<file path="config.mk">
export PLATFORM = sky130hd
export DESIGN_NAME = ones_mod_counter
export DESIGN_NICKNAME = d
export VERILOG_FILES = /design/src/rtl/ones_mod_pkg.sv /design/src/rtl/popcnt_n.sv /design/src/rtl/ones_mod_counter.sv
export SDC_FILE = /design/constraint.sdc
export NUM_CORES = 1
export LEC_CHECK = 0
export BUFFER_PORTS_ARGS = -buffer_cell sky130_fd_sc_hd__buf_2
export CAP_MARGIN = 40
export CELL_PAD_IN_SITES_DETAIL_PLACEMENT = 1
export CELL_PAD_IN_SITES_GLOBAL_PLACEMENT = 1
export CORE_MARGIN = 10
export CORE_UTILIZATION = 41
export CTS_CLUSTER_SIZE = 16
export DETAILED_ROUTE_END_ITERATION = 16
export GPL_TIMING_DRIVEN = 0
export PLACE_DENSITY = 0.74
export SLEW_MARGIN = 0
export SYNTH_ARGS = -nofsm -noshare
export SYNTH_HDL_FRONTEND = slang
export SYNTH_SLANG_ARGS = --single-unit
</file>
<file path="constraint.sdc">
create_clock -name clk -period 5.2 [get_ports clk]
set_input_delay 0.26 -clock clk [delete_from_list [all_inputs] [get_ports clk]]
set_output_delay 0.26 -clock clk [all_outputs]
set_load 0.02 [all_outputs]
</file>
<file path="src/rtl/ones_mod_pkg.sv">
// rtl/ones_mod_pkg.sv - shared constants and sizing helpers for ones_mod_counter
package ones_mod_pkg;

    // Increment selection for the mode input
    localparam logic MODE_POPCNT = 1'b0;   // add popcount(in_bits)
    localparam logic MODE_ANY    = 1'b1;   // add 1 if any bit of in_bits is set

    // Ceiling log2; clog2(1) = 0, clog2(2) = 1, clog2(9) = 4
    function automatic int clog2(input int value);
        int result;
        int v;
        result = 0;
        v      = value - 1;
        while (v > 0) begin
            result = result + 1;
            v      = v >> 1;
        end
        return result;
    endfunction

    // Parameter legality, evaluated at elaboration by the counter
    function automatic bit params_legal(input int n_in, input int cnt_w,
                                        input int default_mod, input int wrap_w);
        bit ok;
        ok = 1'b1;
        if (n_in < 1 || n_in > 16)                          ok = 1'b0;
        if (cnt_w < 1 || cnt_w > 26)                        ok = 1'b0;
        if (default_mod < 1 || default_mod > (1 << cnt_w) - 1) ok = 1'b0;
        if (wrap_w < 1)                                     ok = 1'b0;
        return ok;
    endfunction

endpackage

</file>
<file path="src/rtl/popcnt_n.sv">
// rtl/popcnt_n.sv - combinational population count over an N_IN-bit bus
//
// Ports:
//   in_bits  in   N_IN   bits to count
//   count    out  OUT_W  number of set bits in in_bits (0..N_IN)
module popcnt_n
    import ones_mod_pkg::*;
#(
    parameter int N_IN  = 2,
    parameter int OUT_W = clog2(N_IN + 1)
) (
    input  logic [N_IN-1:0]  in_bits,
    output logic [OUT_W-1:0] count
);

    always_comb begin
        count = '0;
        for (int i = 0; i < N_IN; i++) begin
            count = count + OUT_W'(in_bits[i]);
        end
    end

endmodule

</file>
<file path="src/rtl/ones_mod_counter.sv">
// rtl/ones_mod_counter.sv - running ones count modulo a loadable modulus
//
// Ports:
//   clk       in   1       clock, rising edge
//   rst       in   1       asynchronous active-high reset
//   en        in   1       sample in_bits this cycle
//   clr       in   1       synchronous clear of residue and wrap count
//   mode      in   1       MODE_POPCNT: add popcount, MODE_ANY: add |in_bits
//   in_bits   in   N_IN    input event bits
//   mod_load  in   1       load new modulus from mod_val
//   mod_val   in   CNT_W   new modulus value (0 is rejected)
//   z         out  1       residue == 0
//   residue   out  CNT_W   current residue
//   wrap      out  1       one-cycle pulse: last update reached/crossed a multiple
//   wrap_cnt  out  WRAP_W  saturating count of wraps since reset/clr
//   mod_err   out  1       one-cycle pulse: mod_load with mod_val == 0
module ones_mod_counter
    import ones_mod_pkg::*;
#(
    parameter int N_IN        = 2,
    parameter int CNT_W       = 3,
    parameter int DEFAULT_MOD = 4,
    parameter int WRAP_W      = 8
) (
    input  logic              clk,
    input  logic              rst,
    input  logic              en,
    input  logic              clr,
    input  logic              mode,
    input  logic [N_IN-1:0]   in_bits,
    input  logic              mod_load,
    input  logic [CNT_W-1:0]  mod_val,
    output logic              z,
    output logic [CNT_W-1:0]  residue,
    output logic              wrap,
    output logic [WRAP_W-1:0] wrap_cnt,
    output logic              mod_err
);

    localparam int PC_W  = clog2(N_IN + 1);
    localparam int SUM_W = CNT_W + 5;

    if (!params_legal(N_IN, CNT_W, DEFAULT_MOD, WRAP_W)) begin : g_param_check
        $error("ones_mod_counter: illegal parameter combination");
    end

    logic [CNT_W-1:0]  r_q;
    logic [CNT_W-1:0]  m_q;
    logic              wrap_q;
    logic [WRAP_W-1:0] wcnt_q;
    logic              err_q;

    logic [PC_W-1:0]   pc;
    logic [PC_W-1:0]   inc;
    logic [SUM_W-1:0]  sum;
    logic [SUM_W-1:0]  red;
    logic [CNT_W-1:0]  r_next;
    logic              wrap_hit;
    logic              load_ok;

    popcnt_n #(
        .N_IN  (N_IN),
        .OUT_W (PC_W)
    ) u_popcnt (
        .in_bits (in_bits),
        .count   (pc)
    );

    always_comb begin
        inc = '0;
        if (en) begin
            inc = (mode == MODE_ANY) ? PC_W'(|in_bits) : pc;
        end
    end

    assign sum = SUM_W'(r_q) + SUM_W'(inc);

    // r < m always holds, so sum < m + inc and sum / m <= inc <= N_IN:
    // N_IN conditional subtracts always reach the true remainder, even for m = 1.
    always_comb begin
        red = sum;
        for (int i = 0; i < N_IN; i++) begin
            if (red >= SUM_W'(m_q)) begin
                red = red - SUM_W'(m_q);
            end
        end
    end

    assign r_next   = red[CNT_W-1:0];
    assign wrap_hit = en && (sum >= SUM_W'(m_q));
    assign load_ok  = mod_load && (mod_val != '0);

    always_ff @(posedge clk or posedge rst) begin
        if (rst) begin
            r_q    <= '0;
            m_q    <= CNT_W'(DEFAULT_MOD);
            wrap_q <= 1'b0;
            wcnt_q <= '0;
            err_q  <= 1'b0;
        end else begin
            wrap_q <= 1'b0;
            err_q  <= 1'b0;
            if (clr) begin
                // A simultaneous mod_load is dropped silently
                r_q    <= '0;
                wcnt_q <= '0;
            end else if (load_ok) begin
                // New modulus restarts the running total; en is ignored
                m_q <= mod_val;
                r_q <= '0;
            end else begin
                // A rejected load (mod_val == 0) still lets the update through
                err_q <= mod_load;
                if (en) begin
                    r_q    <= r_next;
                    wrap_q <= wrap_hit;
                    if (wrap_hit && (wcnt_q != '1)) begin
                        wcnt_q <= wcnt_q + WRAP_W'(1);
                    end
                end
            end
        end
    end

    assign z        = (r_q == '0);
    assign residue  = r_q;
    assign wrap     = wrap_q;
    assign wrap_cnt = wcnt_q;
    assign mod_err  = err_q;

endmodule

</file>
==> metrics <==
outcome finished, final reports clean; Pins Over Slew Limit 0; layout cell share with drive strength beyond 1 between 20% and 30%; detailed-route DRC error count 0; Post-Synth Adder-Cell Area 16.5%; Post-synth EDFFs 0; critical path, cell by cell buf_2, inv_1, ha_1, mux2i_1, nor2_1, ha_1, fa_1, xor2_1, ha_1, a21oi_1, nand2_1, a21oi_1, mux2_2, ha_1, a311oi_2, or3b_1, a31oi_1, o31ai_1; simple-gate area share of the yosys netlist 22.6%; unrepaired setup endpoints after global routing no; prevailing post-synth register cell dfrtp_1; Avg Vias per Cell 5.52; crit start category input port; initial antenna violation count 0; vias in the first global route roughly 1200; mapped cell area approximately 1300 um2; CP Max Fanout 5; xor/xnor share of the synthesized area under 10%; Synth Area in Compound Gates 14.2%; Initial DRT Pass Iterations 2; Site Rows 20; slowest CP cell or3b_1; CP delay by family, top adder cells; Yosys reg bits 16; Arrival @ worst endpoint 4.55 ns; Antenna diodes 0; CTS Hold Bufs 0; ANT nets after route 0; routing usage on met2 20.8%; Fmax achieved 229 MHz; CTS tree yes; Slew @ Worst Pin between 0.6 and 0.7 ns; async set-reset flop share out of synthesis 100%; setup ws final 0.835 ns; Worst path max stage delay 0.44 ns; clk_skew 0.00772 ns; routing usage on met1 15.1%; total grt overflow 0; design area 1460 um2; fin crit share a little over four fifths; post-synthesis sequential area ratio 31.5%; post-synth cell types 39; Setup Buffers After CTS 0; Post-CTS Resized 0; Final TNS setup 0 ns; Syn Nets between 150 and 200; clock-pin transition on the worst setup and hold timing paths approximately 0.10 ns; CTS Buf Count 3; WL/cell 16.2 um; Iter 0 DRT Violations 50; I/O pin total 25; kind of end point of the critical path flip-flop; nets@finish 188; Final Core Density 48.7%; Pwr Density just over 500 nW/um2; DP HPWL 2640 um; Hold WC Path Type in -> async; Hold Vio Cnt, Final 0; final setup vio count 0; Crit path top cell by count ha_1; maximum vdd ir drop between 0.2 and 0.3 mV; Detailed Route WL between 3000 and 4000 um; clock sinks 16; Leakage Power roughly 0.7 nW; pin count of the biggest net entering global routing 17; Area after DPL 1430 um2; maximum clock path buffer count 2; DIE WIDTH ~76 um; clk_lat worst skew 0.29 ns; GPL Wtd Cong 0.695; Most Crowded Layer GR met2; placed cells 190; post-synthesis mux area share 4.91%; Placeable Area 3000 um2; Overall Power approximately 760 uW; main combinational cell family by area after synthesis simple AND/OR/NAND/NOR gates; first-pass GRT wire length ~5400 um; syn avg cell area roughly 9.4 um2; Max Cap Viol 0; worst path required time roughly 5.4 ns; Die H 75.8 um; Post-Layout Cell Count 194; # H-tree levels 1; pre-CTS setup slack ~0.54 ns; Tmin final 4.37 ns; Die Area 5740 um2; Synth Instances about 140; GRT Total Usage approximately an eighth; Filler Cell Count 369; effective utilization at floorplan 42.5%; most frequent cells in the layout buf_2, dfrtp_1, nor2_1, ha_1, inv_1; GR Util met3 3.65%; hold slack final 0.0268 ns; Syn. warnings 0; Rel. slew slack about three fifths; IO Port Bufs 22; via count approximately 1100; Layout area overhead 14.7%; commonest non-fill, non-tap cell in the layout buf_2; clock root cell clkbuf_4; WS Path Type in -> reg; CP Buf/Inv Count 2
flip-flops by register name, summed over array words and instances, names as in the netlist:
name / cells
wrap_cnt: 8
residue: 3
wrap: 1
m_q: 3
mod_err: 1
power breakdown:
part           internal, mW  total, mW  leakage [nW]  switching [mW]
registers             0.141      0.163         0.215          0.0211
clock network        0.0427     0.0846        0.0210          0.0419
logic                 0.219      0.512         0.474           0.293
layout make-up:
type                            instances  area [um2]  share of cell area (%)
Tap cell                               33        41.3                    2.82
Buffer                                  3        11.3                   0.770
Timing Repair Buffer                   22         110                    7.53
Inverter                               11        41.3                    2.82
Sequential cell                        16         402                    27.5
Multi-Input combinational cell        105         821                    56.1
Clock buffer                            4        36.3                    2.48
logic make-up after synthesis:
logic type / after synthesis
muxes: 6
and+or+nand+nor: 52
AOI/OAI and AO/OA: 23
xor gates and xnor gates: 9
DFF: 16
adders and majority gates: 15
buffers and inverters: 14
worst paths after layout:
path | to | slack [ns] | startpoint | cells past startpoint
max | residue[0] | 0.83 | in_bits[0] | 18
min | wrap_cnt[6] | 0.03 | rst | 2
max reg2reg | residue[0] | 0.95 | residue[0] | 13
min reg2reg | m_q[2] | 0.56 | m_q[2] | 1
max in group asynchronous | wrap_cnt[3] | 4.76 | rst | 2
min in group clk | mod_err | 0.19 | mod_val[2] | 2
cell usage after synthesis (2+ instances only):
| library cell | n | area share (%) |
|---|---|---|
| mux2_2 | 2 | 1.8 |
| nor3_1 | 4 | 1.6 |
| nor2_1 | 13 | 3.8 |
| xor2_1 | 4 | 2.7 |
| nand3_1 | 5 | 2.0 |
| nor4b_1 | 3 | 2.1 |
| clkbuf_1 | 3 | 0.88 |
| a31oi_1 | 3 | 1.5 |
| fa_1 | 3 | 4.7 |
| mux2i_1 | 4 | 3.1 |
| ha_1 | 12 | 12 |
| a22o_1 | 3 | 2.1 |
| nand4_1 | 5 | 2.5 |
| xnor2_1 | 5 | 3.4 |
| o21ai_0 | 3 | 1.2 |
| inv_1 | 10 | 2.9 |
| o21ai_1 | 2 | 0.79 |
| dfrtp_1 | 15 | 29 |
| nand2_1 | 9 | 2.6 |
| nor3b_1 | 3 | 1.8 |
| nor2b_1 | 3 | 1.5 |
| a21oi_1 | 4 | 1.6 |
metal layers:
layer / vias up / wire length (um)
met2: 18 / 1500
met1: 517 / 1450
li1: 534 / -
met5: - / 0
met3: 2 / 176
met4: 0 / 10
No activity file was read; power rests on OpenSTA's default activity.
